**src/rtl/memory_controller_if.sv**
```systemverilog
// Load/store, instruction-fetch and byte-wide RAM signals of the memory controller.
// slave = controller side, master = requesters plus RAM.
interface memory_controller_if #(parameter int ADDR_WIDTH = 32);
  logic                  lsb_request_in;
  logic                  lsb_rw_in;
  logic [ADDR_WIDTH-1:0] lsb_address_in;
  logic [2:0]            lsb_goal_in;
  logic [31:0]           lsb_data_in;
  logic                  lsb_ready_out;
  logic [31:0]           lsb_data_out;
  logic                  if_request_in;
  logic [ADDR_WIDTH-1:0] if_address_in;
  logic                  if_ready_out;
  logic [31:0]           if_data_out;
  logic [7:0]            mem_din_in;
  logic [7:0]            mem_dout_out;
  logic [ADDR_WIDTH-1:0] mem_a_out;
  logic                  mem_wr_out;

  modport slave (
    input  lsb_request_in, lsb_rw_in, lsb_address_in, lsb_goal_in, lsb_data_in,
    input  if_request_in, if_address_in, mem_din_in,
    output lsb_ready_out, lsb_data_out, if_ready_out, if_data_out,
    output mem_dout_out, mem_a_out, mem_wr_out
  );

  modport master (
    output lsb_request_in, lsb_rw_in, lsb_address_in, lsb_goal_in, lsb_data_in,
    output if_request_in, if_address_in, mem_din_in,
    input  lsb_ready_out, lsb_data_out, if_ready_out, if_data_out,
    input  mem_dout_out, mem_a_out, mem_wr_out
  );
endinterface

```
**src/rtl/memory_controller.sv**
```systemverilog
// Serialises LSB loads/stores and instruction fetches onto a byte-wide synchronous RAM.
// One-deep pending slot per requester; LSB wins ties; ready pulses carry zero-extended data.
module memory_controller #(
  parameter int ADDR_WIDTH = 32
) (
  input logic               clk,
  input logic               rst,
  memory_controller_if.slave bus
);
  localparam logic [1:0] IDLE  = 2'd0;
  localparam logic [1:0] READ  = 2'd1;
  localparam logic [1:0] WRITE = 2'd2;

  logic [1:0]            state_q;
  logic                  lsb_full_q, lsb_rw_q, if_full_q, owner_if_q;
  logic [ADDR_WIDTH-1:0] lsb_addr_q, if_addr_q, base_q, mem_a_q;
  logic [2:0]            lsb_goal_q, n_q, cnt_q;
  logic [31:0]           lsb_wdata_q, wdata_q, word_q, lsb_data_q, if_data_q;
  logic [7:0]            dout_q;
  logic                  wr_q, lsb_ready_q, if_ready_q;

  // A pulse seen in an idle cycle is used directly so it starts at the same edge.
  logic                  lsb_pend, if_pend, start_lsb, start_if;
  logic                  lsb_rw_e;
  logic [ADDR_WIDTH-1:0] lsb_addr_e, if_addr_e, a_nxt;
  logic [2:0]            lsb_goal_e, cnt_nxt;
  logic [31:0]           lsb_wdata_e, word_nxt;
  logic [1:0]            cap_idx;

  function automatic logic [2:0] goal_len(input logic [2:0] g);
    case (g)
      3'd4:    return 3'd4;
      3'd2:    return 3'd2;
      default: return 3'd1;
    endcase
  endfunction

  always_comb begin
    lsb_pend    = bus.lsb_request_in | lsb_full_q;
    if_pend     = bus.if_request_in | if_full_q;
    lsb_rw_e    = bus.lsb_request_in ? bus.lsb_rw_in      : lsb_rw_q;
    lsb_addr_e  = bus.lsb_request_in ? bus.lsb_address_in : lsb_addr_q;
    lsb_goal_e  = bus.lsb_request_in ? bus.lsb_goal_in    : lsb_goal_q;
    lsb_wdata_e = bus.lsb_request_in ? bus.lsb_data_in    : lsb_wdata_q;
    if_addr_e   = bus.if_request_in  ? bus.if_address_in  : if_addr_q;
    start_lsb   = (state_q == IDLE) && lsb_pend;
    start_if    = (state_q == IDLE) && !lsb_pend && if_pend;
    cnt_nxt     = cnt_q + 3'd1;
    a_nxt       = base_q + ADDR_WIDTH'(cnt_nxt);
    cap_idx     = 2'(cnt_q - 3'd1);
    // Byte presented last cycle lands in its little-endian lane.
    word_nxt    = word_q;
    if (cnt_q != 3'd0) word_nxt[{cap_idx, 3'b000} +: 8] = bus.mem_din_in;
  end

  always_ff @(posedge clk or posedge rst) begin
    if (rst) begin
      state_q     <= IDLE;
      lsb_full_q  <= 1'b0;
      lsb_rw_q    <= 1'b0;
      lsb_addr_q  <= '0;
      lsb_goal_q  <= '0;
      lsb_wdata_q <= '0;
      if_full_q   <= 1'b0;
      if_addr_q   <= '0;
      owner_if_q  <= 1'b0;
      base_q      <= '0;
      n_q         <= '0;
      cnt_q       <= '0;
      wdata_q     <= '0;
      word_q      <= '0;
      mem_a_q     <= '0;
      dout_q      <= '0;
      wr_q        <= 1'b0;
      lsb_ready_q <= 1'b0;
      if_ready_q  <= 1'b0;
      lsb_data_q  <= '0;
      if_data_q   <= '0;
    end else begin
      lsb_ready_q <= 1'b0;
      if_ready_q  <= 1'b0;
      if (bus.lsb_request_in) begin
        lsb_full_q  <= 1'b1;
        lsb_rw_q    <= bus.lsb_rw_in;
        lsb_addr_q  <= bus.lsb_address_in;
        lsb_goal_q  <= bus.lsb_goal_in;
        lsb_wdata_q <= bus.lsb_data_in;
      end
      if (bus.if_request_in) begin
        if_full_q <= 1'b1;
        if_addr_q <= bus.if_address_in;
      end
      if (start_lsb) lsb_full_q <= 1'b0;
      if (start_if)  if_full_q  <= 1'b0;

      case (state_q)
        IDLE: begin
          if (start_lsb) begin
            base_q     <= lsb_addr_e;
            mem_a_q    <= lsb_addr_e;
            n_q        <= goal_len(lsb_goal_e);
            cnt_q      <= '0;
            owner_if_q <= 1'b0;
            word_q     <= '0;
            wdata_q    <= lsb_wdata_e;
            if (lsb_rw_e) begin
              state_q <= WRITE;
              dout_q  <= lsb_wdata_e[7:0];
              wr_q    <= 1'b1;
            end else begin
              state_q <= READ;
            end
          end else if (start_if) begin
            base_q     <= if_addr_e;
            mem_a_q    <= if_addr_e;
            n_q        <= 3'd4;
            cnt_q      <= '0;
            owner_if_q <= 1'b1;
            word_q     <= '0;
            state_q    <= READ;
          end
        end
        READ: begin
          word_q <= word_nxt;
          if (cnt_q == n_q) begin
            state_q <= IDLE;
            if (owner_if_q) begin
              if_data_q  <= word_nxt;
              if_ready_q <= 1'b1;
            end else begin
              lsb_data_q  <= word_nxt;
              lsb_ready_q <= 1'b1;
            end
          end else begin
            cnt_q <= cnt_nxt;
            if (cnt_nxt < n_q) mem_a_q <= a_nxt;
          end
        end
        WRITE: begin
          if (cnt_nxt == n_q) begin
            state_q     <= IDLE;
            wr_q        <= 1'b0;
            lsb_ready_q <= 1'b1;
          end else begin
            cnt_q   <= cnt_nxt;
            mem_a_q <= a_nxt;
            dout_q  <= wdata_q[{cnt_nxt[1:0], 3'b000} +: 8];
          end
        end
        default: begin
          state_q <= IDLE;
          wr_q    <= 1'b0;
        end
      endcase
    end
  end

  assign bus.lsb_ready_out = lsb_ready_q;
  assign bus.lsb_data_out  = lsb_data_q;
  assign bus.if_ready_out  = if_ready_q;
  assign bus.if_data_out   = if_data_q;
  assign bus.mem_a_out     = mem_a_q;
  assign bus.mem_dout_out  = dout_q;
  assign bus.mem_wr_out    = wr_q;
endmodule

```
**src/flat_wrapper.sv**
```systemverilog
// flat-port wrapper written by rule: the top's interface ports become plain ports
module memory_controller_flat 
#(
  parameter int ADDR_WIDTH = 32
)
  (clk, rst, bus_lsb_request_in, bus_lsb_rw_in, bus_lsb_address_in, bus_lsb_goal_in, bus_lsb_data_in, bus_if_request_in, bus_if_address_in, bus_mem_din_in, bus_lsb_ready_out, bus_lsb_data_out, bus_if_ready_out, bus_if_data_out, bus_mem_dout_out, bus_mem_a_out, bus_mem_wr_out);
  memory_controller_if #(.ADDR_WIDTH(ADDR_WIDTH)) bus_i ();
  input logic clk;
  input logic rst;
  input wire logic [$bits(bus_i.lsb_request_in)-1:0] bus_lsb_request_in;
  input wire logic [$bits(bus_i.lsb_rw_in)-1:0] bus_lsb_rw_in;
  input wire logic [$bits(bus_i.lsb_address_in)-1:0] bus_lsb_address_in;
  input wire logic [$bits(bus_i.lsb_goal_in)-1:0] bus_lsb_goal_in;
  input wire logic [$bits(bus_i.lsb_data_in)-1:0] bus_lsb_data_in;
  input wire logic [$bits(bus_i.if_request_in)-1:0] bus_if_request_in;
  input wire logic [$bits(bus_i.if_address_in)-1:0] bus_if_address_in;
  input wire logic [$bits(bus_i.mem_din_in)-1:0] bus_mem_din_in;
  output wire logic [$bits(bus_i.lsb_ready_out)-1:0] bus_lsb_ready_out;
  output wire logic [$bits(bus_i.lsb_data_out)-1:0] bus_lsb_data_out;
  output wire logic [$bits(bus_i.if_ready_out)-1:0] bus_if_ready_out;
  output wire logic [$bits(bus_i.if_data_out)-1:0] bus_if_data_out;
  output wire logic [$bits(bus_i.mem_dout_out)-1:0] bus_mem_dout_out;
  output wire logic [$bits(bus_i.mem_a_out)-1:0] bus_mem_a_out;
  output wire logic [$bits(bus_i.mem_wr_out)-1:0] bus_mem_wr_out;
  assign bus_i.lsb_request_in = bus_lsb_request_in;
  assign bus_i.lsb_rw_in = bus_lsb_rw_in;
  assign bus_i.lsb_address_in = bus_lsb_address_in;
  assign bus_i.lsb_goal_in = bus_lsb_goal_in;
  assign bus_i.lsb_data_in = bus_lsb_data_in;
  assign bus_i.if_request_in = bus_if_request_in;
  assign bus_i.if_address_in = bus_if_address_in;
  assign bus_i.mem_din_in = bus_mem_din_in;
  assign bus_lsb_ready_out = bus_i.lsb_ready_out;
  assign bus_lsb_data_out = bus_i.lsb_data_out;
  assign bus_if_ready_out = bus_i.if_ready_out;
  assign bus_if_data_out = bus_i.if_data_out;
  assign bus_mem_dout_out = bus_i.mem_dout_out;
  assign bus_mem_a_out = bus_i.mem_a_out;
  assign bus_mem_wr_out = bus_i.mem_wr_out;
  memory_controller #(.ADDR_WIDTH(ADDR_WIDTH)) u_core (.clk(clk), .rst(rst), .bus(bus_i));
endmodule
```
**config.mk**
```make
export PLATFORM = sky130hd
export DESIGN_NAME = memory_controller_flat
export DESIGN_NICKNAME = d
export VERILOG_FILES = /design/src/rtl/memory_controller_if.sv /design/src/rtl/memory_controller.sv /design/src/flat_wrapper.sv
export SDC_FILE = /design/constraint.sdc
export NUM_CORES = 1
export LEC_CHECK = 0
export BUFFER_PORTS_ARGS = -buffer_cell sky130_fd_sc_hd__buf_2
export CAP_MARGIN = 20
export CORE_MARGIN = 4
export CORE_UTILIZATION = 30
export DETAILED_ROUTE_END_ITERATION = 10
export PLACE_DENSITY = 0.55
export SLEW_MARGIN = 20
export SYNTH_ARGS = -nofsm -noshare
export SYNTH_HDL_FRONTEND = slang
export SYNTH_SLANG_ARGS = --single-unit
```
**constraint.sdc**
```tcl
create_clock -name clk -period 13.64 [get_ports clk]
set_input_delay 2.728 -clock clk [delete_from_list [all_inputs] [get_ports clk]]
set_output_delay 2.728 -clock clk [all_outputs]
set_load 0.1 [all_outputs]
```
### Word-level counts from Yosys, hierarchy flattened

Cells that the tools add are included.

* reductions and logical operators: 22
* shift operators: 3
* divide/modulo/power cells: 0
* bitwise logic cells: 4
* eq/ne operators: 14
* multiplexer cells: 51
* $lt $le $gt $ge: 1
* add/sub/neg operators: 4
* $mul: 0

Operator list (number)
* $mux W32: 11
* $pmux W32 S3: 1
* $pmux W32 S2: 1
* $add A32 B3 Y32: 1
* $bwmux W32: 1
* $shift A8 B7 Y32 const A: 1
* $shiftx A32 B6 Y8: 1
* $shiftx A8 B7 Y32: 1
* $mux W8: 3
* $mux W3: 7
* $mux W1: 16
* $pmux W8 S2: 1
* $reduce_and A4 Y1: 3
* $mux W2: 5
* $ne A2 B1 Y1 const B: 5
* $reduce_bool A2 Y1: 5
* $pmux W3 S3: 1
* $reduce_and A3 Y1: 3
* $neg A5 Y7: 1
* $eq A3 B3 Y1: 2
* $pmux W2 S3: 1
* $pmux W3 S2: 1
* $reduce_and A2 Y1: 3
* $reduce_bool A3 Y1: 2
* 17 further kinds: 22

* output and inout bits: 107
* latch bits: 0
* register bits: 314
* memories: 0
* memory bits (read-only): 0
* input bits: 112
* word-level logic and storage cells: 120
* memory bits (writable): 0

### Logic depth before layout (Yosys ltp)

Gate-level depths: netlist (run 1).

* depth after elaboration: 7
* depth in mapped cells: 10
* gate-level depth less buffers: 9

### Worst setup path before layout (run 1)

OpenSTA, ideal clock, no wires.

* kind: input to register
* from: in bus_if_request_in
* to: reg u_core.mem_a_q[0], in the netlist u_core.bus.mem_a_out[0]
* arrival: 4.386 ns
* setup time: 0.125 ns
* path slack: 9.129 ns
* buffers on the path: 2
* cell stages on the path: 7
* required time: 13.515 ns
* cell sequence: buf_2 nor2_1 and3_1 or4_4 buf_2 nor2_2 mux2_2

* word-level cells in the longest chain between the ends: 4
* elaborated cells between the ends (all ways): 8
* those cells by class: eq/ne (1); mux (4); bitwise (1); reduce/logical (2)

RTL lines
* start, declared: line flat_wrapper.sv:15 `input wire logic [$bits(bus_i.if_request_in)-1:0] bus_if_request_in;`
* $mux W32 / $or A1 B1 Y1 (equally long branches): line memory_controller.sv:45, memory_controller.sv:40
* $mux W32 / $logic_and A1 B1 Y1 (equally long branches): line memory_controller.sv:113, memory_controller.sv:47
* $mux W32 / $ne A3 B1 Y1 (equally long branches)
* $pmux W32 S3 / $reduce_and A5 Y1 (equally long branches)
* end signal, assigned: line memory_controller.sv:100 `mem_a_q <= lsb_addr_e;`
* end signal, assigned: line memory_controller.sv:115 `mem_a_q <= if_addr_e;`
* end signal, assigned: line memory_controller.sv:136 `if (cnt_nxt < n_q) mem_a_q <= a_nxt;`
* end, declared: line memory_controller.sv:16 `logic [ADDR_WIDTH-1:0] lsb_addr_q, if_addr_q, base_q, mem_a_q;`

Parallel ways exist; a longest one is shown, timed or not. The select of a mux whose other input is x is not followed.
A chain may end at the register's enable or synchronous reset.

### Worst setup path after layout (run 1)

* from: in bus_if_request_in
* to: reg u_core.mem_a_q[10], in the netlist u_core.bus.mem_a_out[10]

The elaborated chain is that of the path after synthesis.

==> results.yml, run 1 <==
outcome:
  status: "finished, final reports clean"
yosys:
  async_flop_share_pct: 100
  synthCells: 1211
  synth-edff-count: 0
  synth.net_count: 1340
  syn_avg_cell_area_um2: 11.4
  netlist_top_cells_area: "dfrtp_1 (57%), mux2_2 (9.7%), o21ai_0 (6.2%)"
  seq_area_frac_synth_pct: 56.8
  netlist_area_mm2: 0.0138
  synth_cell_types: 54
  synth_top_area_cell: "dfrtp_1"
  ys_seq_elements: 314
  synth-main-ff-cell: "dfrtp_1"
  synth_top_area_share_pct: 56.8
  yosys_warnings: 0
clock_tree:
  cts_setup_buffers: 0
  cts_buffer_depth: 3
  hold_buffers: 0
  post_cts_resize_count: 0
  cts_tree: "built"
  cts_buffers: 37
  cts_num_sinks: 314
  clockRootBuffer: "clkbuf_16"
  path_clk_slew_ps: 60
  htreeDepth: 2
  clk_latency_ps: 540
grt:
  grt_first_pass_wirelength_mm: 61.6
  grt_pass1_vias: 10100
  grt_max_degree: 96
  antenna_found_initial: 4
  grt_overflow: 0
  gr-usage-all-layers_pct: 15.6
route:
  drtPass1Iterations: 5
  vias_per_cell: 4.88
  drc: 0
  finalWirelength_mm: 38.9
  ant_nets: 0
  vias: 9888
  dr.first_iter.drc_count: 646
  wire_per_inst_um: 19.2
finish:
  drive_gt1_share_pct: 30.5
  fin_nets: 1530
  synthToLayoutAreaGrowth_pct: 20.6
  antenna_cells: 0
job:
  max-cap-violations: 0
die:
  initial_utilization_pct: 30.4
  dieArea_mm2: 0.0496
  ioPinCount: 219
  die_y_um: 223
  die_w_um: 223
  rows: 78
  core_mm2: 0.0455
sta:
  finalSetupTns_ps: 0
  maxSlewHeadroom_pct: 38.8
  finClkSkew_ps: 19.5
  max_freq_mhz: 197
  maxSlewViolCount: 0
  period_needed_ps: 5080
  finalSetupViolCount: 0
  finalCritPeriodShare_pct: 37.2
  hold_viol: 0
  worst_pin_slew_ps: 917
  rsz0062_at_grt: "false"
placed_design:
  port_buffers: 218
  place_hpwl_mm: 26.6
  gp_congestion: 0.803
worst_setup_path:
  crit_arrival_ps: 5510
  path_delay_family: "simple AND/OR/NAND/NOR gates"
  crit_type: "primary input to flip-flop"
  crit_buf_inv: 2
  start_kind: "primary input"
  critical_path_required_ps: 14070
  slowest_delay_ps: 740
  cpMaxStageDelayCell: "nor4_2"
  path_max_fanout: 33
  crit_path_end_kind: "flip-flop"
  path_cells: "buf_2, buf_4, nor2_1, and3_1, nor4_2, nand2_1, a22o_1"
min_path:
  min_path_type: "flip-flop to flip-flop"
[state kept, by name, indices dropped and copies added, names as in the netlist, 2 cells and up]
name,count
u_core.bus.if_data_out,32
u_core.if_addr_q,32
u_core.lsb_goal_q,3
u_core.base_q,32
u_core.bus.lsb_data_out,32
u_core.bus.mem_a_out,32
u_core.state_q,2
u_core.n_q,3
u_core.bus.mem_dout_out,8
u_core.lsb_wdata_q,32
u_core.word_q,32
u_core.cnt_q,3
u_core.wdata_q,32
u_core.lsb_addr_q,32
[through the flow]
| step | util, % | area, um^2 | hold WS, ps | setup WS (ps) | cells |
|---|---|---|---|---|---|
| after floorplan | - | 13800 | 445 | 2230 | 1211 |
| after detailed placement | 34.0 | 15500 | 466 | 7950 | 1962 |
| final | 36.7 | 16700 | 471 | 8560 | 2027 |
| after global routing | 36.7 | 16700 | 486 | 8290 | 2027 |
| after global placement | 34.0 | 15500 | 457 | 8060 | 1962 |
| after CTS | 36.6 | 16700 | 479 | 8490 | 2027 |
[worst min-delay path: cells and delay by family, from the launching register on]
family             cells  cell delay [ps]
AOI/OAI and AO/OA      1               60
DFF                    1              330
and+or+nand+nor        1               40
[worst paths after layout]
kind	from	to	slack, ps	cells past startpoint
worst min-delay path	u_core.bus.if_data_out[24]$_DFFE_PP0P_	u_core.bus.if_data_out[24]$_DFFE_PP0P_	470	2
worst max register to register	u_core.cnt_q[0]$_DFFE_PP0P_	u_core.bus.mem_a_out[10]$_DFFE_PP0P_	9670	9
worst min register to register	u_core.bus.if_data_out[24]$_DFFE_PP0P_	u_core.bus.if_data_out[24]$_DFFE_PP0P_	470	2
min in group asynchronous	rst	u_core.lsb_wdata_q[0]$_DFF_PP0_	2280	2
max in group asynchronous	rst	u_core.if_addr_q[19]$_DFF_PP0_	9900	3
worst max-delay path	bus_if_request_in	u_core.bus.mem_a_out[10]$_DFFE_PP0P_	8560	7
[cell families after synthesis]
family	synth area share [%]
fa+ha+maj	1.59
simple gates	8.78
flops	56.8
mux	14.1
xor+xnor	1.89
buf+inv	3.70
compound gates	13.1
[cell usage after synthesis (2+ instances only)]
cell / number
dfrtp_1: 314
o21ai_0: 172
nand2_1: 153
mux2_2: 119
inv_1: 47
clkbuf_1: 44
mux2i_1: 43
a22o_1: 33
a22oi_1: 32
xnor2_1: 19
buf_1: 17
nor2_1: 17
buf_2: 16
ha_1: 16
a21oi_1: 14
o211ai_1: 13
nor4_1: 11
or4_1: 11
nand3_1: 10
nor3_1: 10
nand4_1: 9
xor2_1: 9
a31oi_1: 8
mux4_2: 8
and3_1: 5
nor4_2: 5
o21ai_1: 5
o22ai_1: 5
and2_1: 4
and4_1: 3
nor2b_1: 3
o21a_1: 3
o41ai_1: 3
or3_1: 3
a21o_1: 2
buf_4: 2
nand2b_1: 2
o2bb2ai_1: 2
o31a_1: 2
o31ai_1: 2
or2_2: 2
[layer usage]
metal	wire, um	vias up	share of wire (%)	GRT usage [%]
li1	-	4691	-	-
met1	18600	4900	48	22.7
met2	17400	232	45	23.7
met3	1950	57	5.0	3.30
met4	848	8	2.2	4.41
met5	54	-	0.14	0
[cells in the final DEF (no fill, tap or decap), drive strengths merged, types with 9 or more instances in the layout]
master,instances
mux2i,43
nand2,153
buf,231
inv,49
nand4,9
o211ai,13
mux2,119
a22o,33
ha,16
xnor2,19
clkbuf,55
nor2,18
a21oi,14
or4,12
nor3,10
dfrtp,314
xor2,10
a22oi,32
o21ai,177
nor4,16
nand3,11
[layout make-up]
cell class              instances  area (um^2)
clock buffers                  55         1110
inverters                      47          184
multi-input cells             770         5480
fillers                      4558        28800
repair buffers                231         1190
clock inverters                10         90.1
well taps                     600          751
flip-flops and latches        314         7860
Power of run 1 is not shown: default switching activity piles up to over one toggle a cycle in this logic, so the estimate is an artifact.
==> run 2, diff against run 1 <==
--- a/config.mk
+++ b/config.mk
@@ -5,12 +5,13 @@
 export SDC_FILE = /design/constraint.sdc
 export NUM_CORES = 1
 export LEC_CHECK = 0
+export ABC_AREA = 1
 export BUFFER_PORTS_ARGS = -buffer_cell sky130_fd_sc_hd__buf_2
 export CAP_MARGIN = 20
 export CORE_MARGIN = 4
 export CORE_UTILIZATION = 30
 export DETAILED_ROUTE_END_ITERATION = 10
-export PLACE_DENSITY = 0.55
+export PLACE_DENSITY = 0.56
 export SLEW_MARGIN = 20
 export SYNTH_ARGS = -nofsm -noshare
 export SYNTH_HDL_FRONTEND = slang
==> constraint.sdc (replaced) <==
create_clock -name clk -period 4.3 [get_ports clk]
set_input_delay 0.86 -clock clk [delete_from_list [all_inputs] [get_ports clk]]
set_output_delay 0.86 -clock clk [all_outputs]
set_load 0.1 [all_outputs]
==> results.yml, run 2 <==
grt:
  grt_overflow: 0
  grt_first_pass_wirelength_mm: 70.1
  grt_max_degree: 128
  gr-usage-all-layers_pct: 16.5
  antenna_found_initial: 2
  grt_pass1_vias: 12400
die:
  initial_utilization_pct: 30.3
  ioPinCount: 219
  die_y_um: 230
  core_mm2: 0.0490
  die_w_um: 230
  rows: 81
  dieArea_mm2: 0.0531
sta:
  setup_slack_ps: 994
  maxSlewViolCount: 0
  finalCritPeriodShare_pct: 76.9
  worst_pin_slew_ps: 900
  rsz0062_at_grt: "false"
  finClkSkew_ps: 17.8
  max_freq_mhz: 303
  hold_viol: 0
  finalSetupViolCount: 0
  period_needed_ps: 3310
  finalSetupTns_ps: 0
  maxSlewHeadroom_pct: 40.0
clock_tree:
  cts_tree: "built"
  hold_buffers: 0
  cts_setup_buffers: 0
  cts_buffer_depth: 3
  clockRootBuffer: "clkbuf_16"
  cts_num_sinks: 314
  cts_buffers: 39
  clk_latency_ps: 540
  path_clk_slew_ps: 60
  htreeDepth: 2
  post_cts_resize_count: 0
yosys:
  yosys.area_share.simple_pct: 26.3
  synth-main-ff-cell: "dfrtp_1"
  synth_common_cells: "nand2_1 (696), dfrtp_1 (314), o21ai_0 (186)"
  synth_xor_area_share_pct: 0.295
  muxShareOfSynthArea_pct: 0
  seq_area_frac_synth_pct: 53.0
  netlist_top_cells_area: "dfrtp_1 (53%), nand2_1 (18%), o21ai_0 (6.3%)"
  synth-adder-area-share_pct: 1.48
  synth_compound_area_share_pct: 11.0
  yosys_warnings: 0
  syn_avg_cell_area_um2: 7.87
  synth.net_count: 2013
  synth_top_area_cell: "dfrtp_1"
  yosysMostFrequentCell: "nand2_1"
  netlist_area_mm2: 0.0148
  synth_cell_types: 34
  synth_top_family_by_area: "simple AND/OR/NAND/NOR gates"
  ys_seq_elements: 314
  synth_top_area_share_pct: 53.0
  synthCells: 1884
  async_flop_share_pct: 100
  synth-edff-count: 0
worst_setup_path:
  critical_path_required_ps: 4720
  r2r_start: "u_core.cnt_q[0]$_DFFE_PP0P_"
  crit_arrival_ps: 3730
  crit_type: "flip-flop to flip-flop"
  crit_path_end_kind: "flip-flop"
  cp-startpoint: "u_core.cnt_q[0]$_DFFE_PP0P_"
  path_max_fanout: 23
  start_kind: "flip-flop"
route:
  wire_per_inst_um: 16.0
  ant_nets: 0
  vias_per_cell: 4.60
  vias: 12700
  finalWirelength_mm: 44.2
  dr.first_iter.drc_count: 876
  drc: 0
  drtPass1Iterations: 5
placed_design:
  place_hpwl_mm: 31.3
  dp.cells: 2688
  port_buffers: 218
  gp_congestion: 0.845
  placed_area_mm2: 0.0164
  dp_slack_ps: 1000
job:
  max-cap-violations: 0
finish:
  fin_nets: 2194
  final_common_cell: "nand2_1"
  drive_gt1_share_pct: 15.7
  layout_common_cells: "nand2_1 (696), dfrtp_1 (314), buf_2 (218), o21ai_0 (186), inv_1 (168)"
  num-fill-cells: 5213
  final_cells: 2753
  final_area_mm2: 0.0176
  synthToLayoutAreaGrowth_pct: 18.6
outcome:
  status: "finished, final reports clean"
min_path:
  min_path_type: "primary input to async pin"
## run 2: changes by cell type after synthesis, sizes merged, moves of 52 or more
cell	before	now
inv	47	176
mux2	119	0
nand2	153	701
nor2	18	134
nand3	11	97
o21ai	177	229
## run 2: metal layers
layer	vias to the layer above	GRT usage, %	wire, um	part of all wire (%)
li1	6322	-	-	-
met1	5982	24.6	21800	49
met2	299	24.5	19000	43
met3	66	3.08	2290	5.2
met4	2	4.54	1100	2.5
met5	-	0	13	0.029
## run 2: final timing paths
| path | slack, ps | to | cells after the start |
|---|---|---|---|
| setup reg to reg | 990 | u_core.bus.mem_a_out[30]$_DFFE_PP0P_ | 15 |
| hold / removal | 270 | u_core.lsb_wdata_q[13]$_DFF_PP0_ | 2 |
| max in group asynchronous | 2960 | u_core.base_q[7]$_DFFE_PP0P_ | 3 |
| hold reg to reg | 460 | u_core.lsb_wdata_q[17]$_DFF_PP0_ | 2 |
| setup / recovery | 990 | u_core.bus.mem_a_out[30]$_DFFE_PP0P_ | 15 |
| min in group clk | 460 | u_core.lsb_wdata_q[17]$_DFF_PP0_ | 2 |
## run 2: final cells by class
class / instances / area, um^2 / share of cell area (%)
flip-flops and latches: 314 / 7860 / 44.7
multi-input cells: 1298 / 5810 / 33.0
repair buffers: 235 / 1270 / 7.21
clock buffers: 54 / 1090 / 6.21
well taps: 664 / 831 / 4.72
inverters: 177 / 668 / 3.80
clock inverters: 10 / 62.6 / 0.356
diodes: 1 / 2.50 / 0.0142
## run 2: kinds of logic after synthesis
family          after synthesis
flops                       314
fa+ha+maj                    17
compound gates              305
buf+inv                     272
xor+xnor                      5
simple gates                971
## run 2: critical path: stages, from the launching register on
cell      delay (ps)
dfrtp_1          320
buf_4            240
clkinv_1         130
ha_1             570
inv_1            360
fa_1             480
inv_1             90
nand3_1           70
nand2_1          200
nand2_1          180
nor2_1           200
nand2_1           70
nand2_1           60
nand3_1           60
nand2_1          100
nand2_1           50
## run 2: per-stage QoR
stage	utilization, %	hold WS, ps
5_1_grt	35.9	262
6_report	35.9	270
3_5_place_dp	33.6	453
2_1_floorplan	-	436
4_1_cts	35.9	244
3_3_place_gp	33.6	447
Power of run 2 is left out for the same reason.
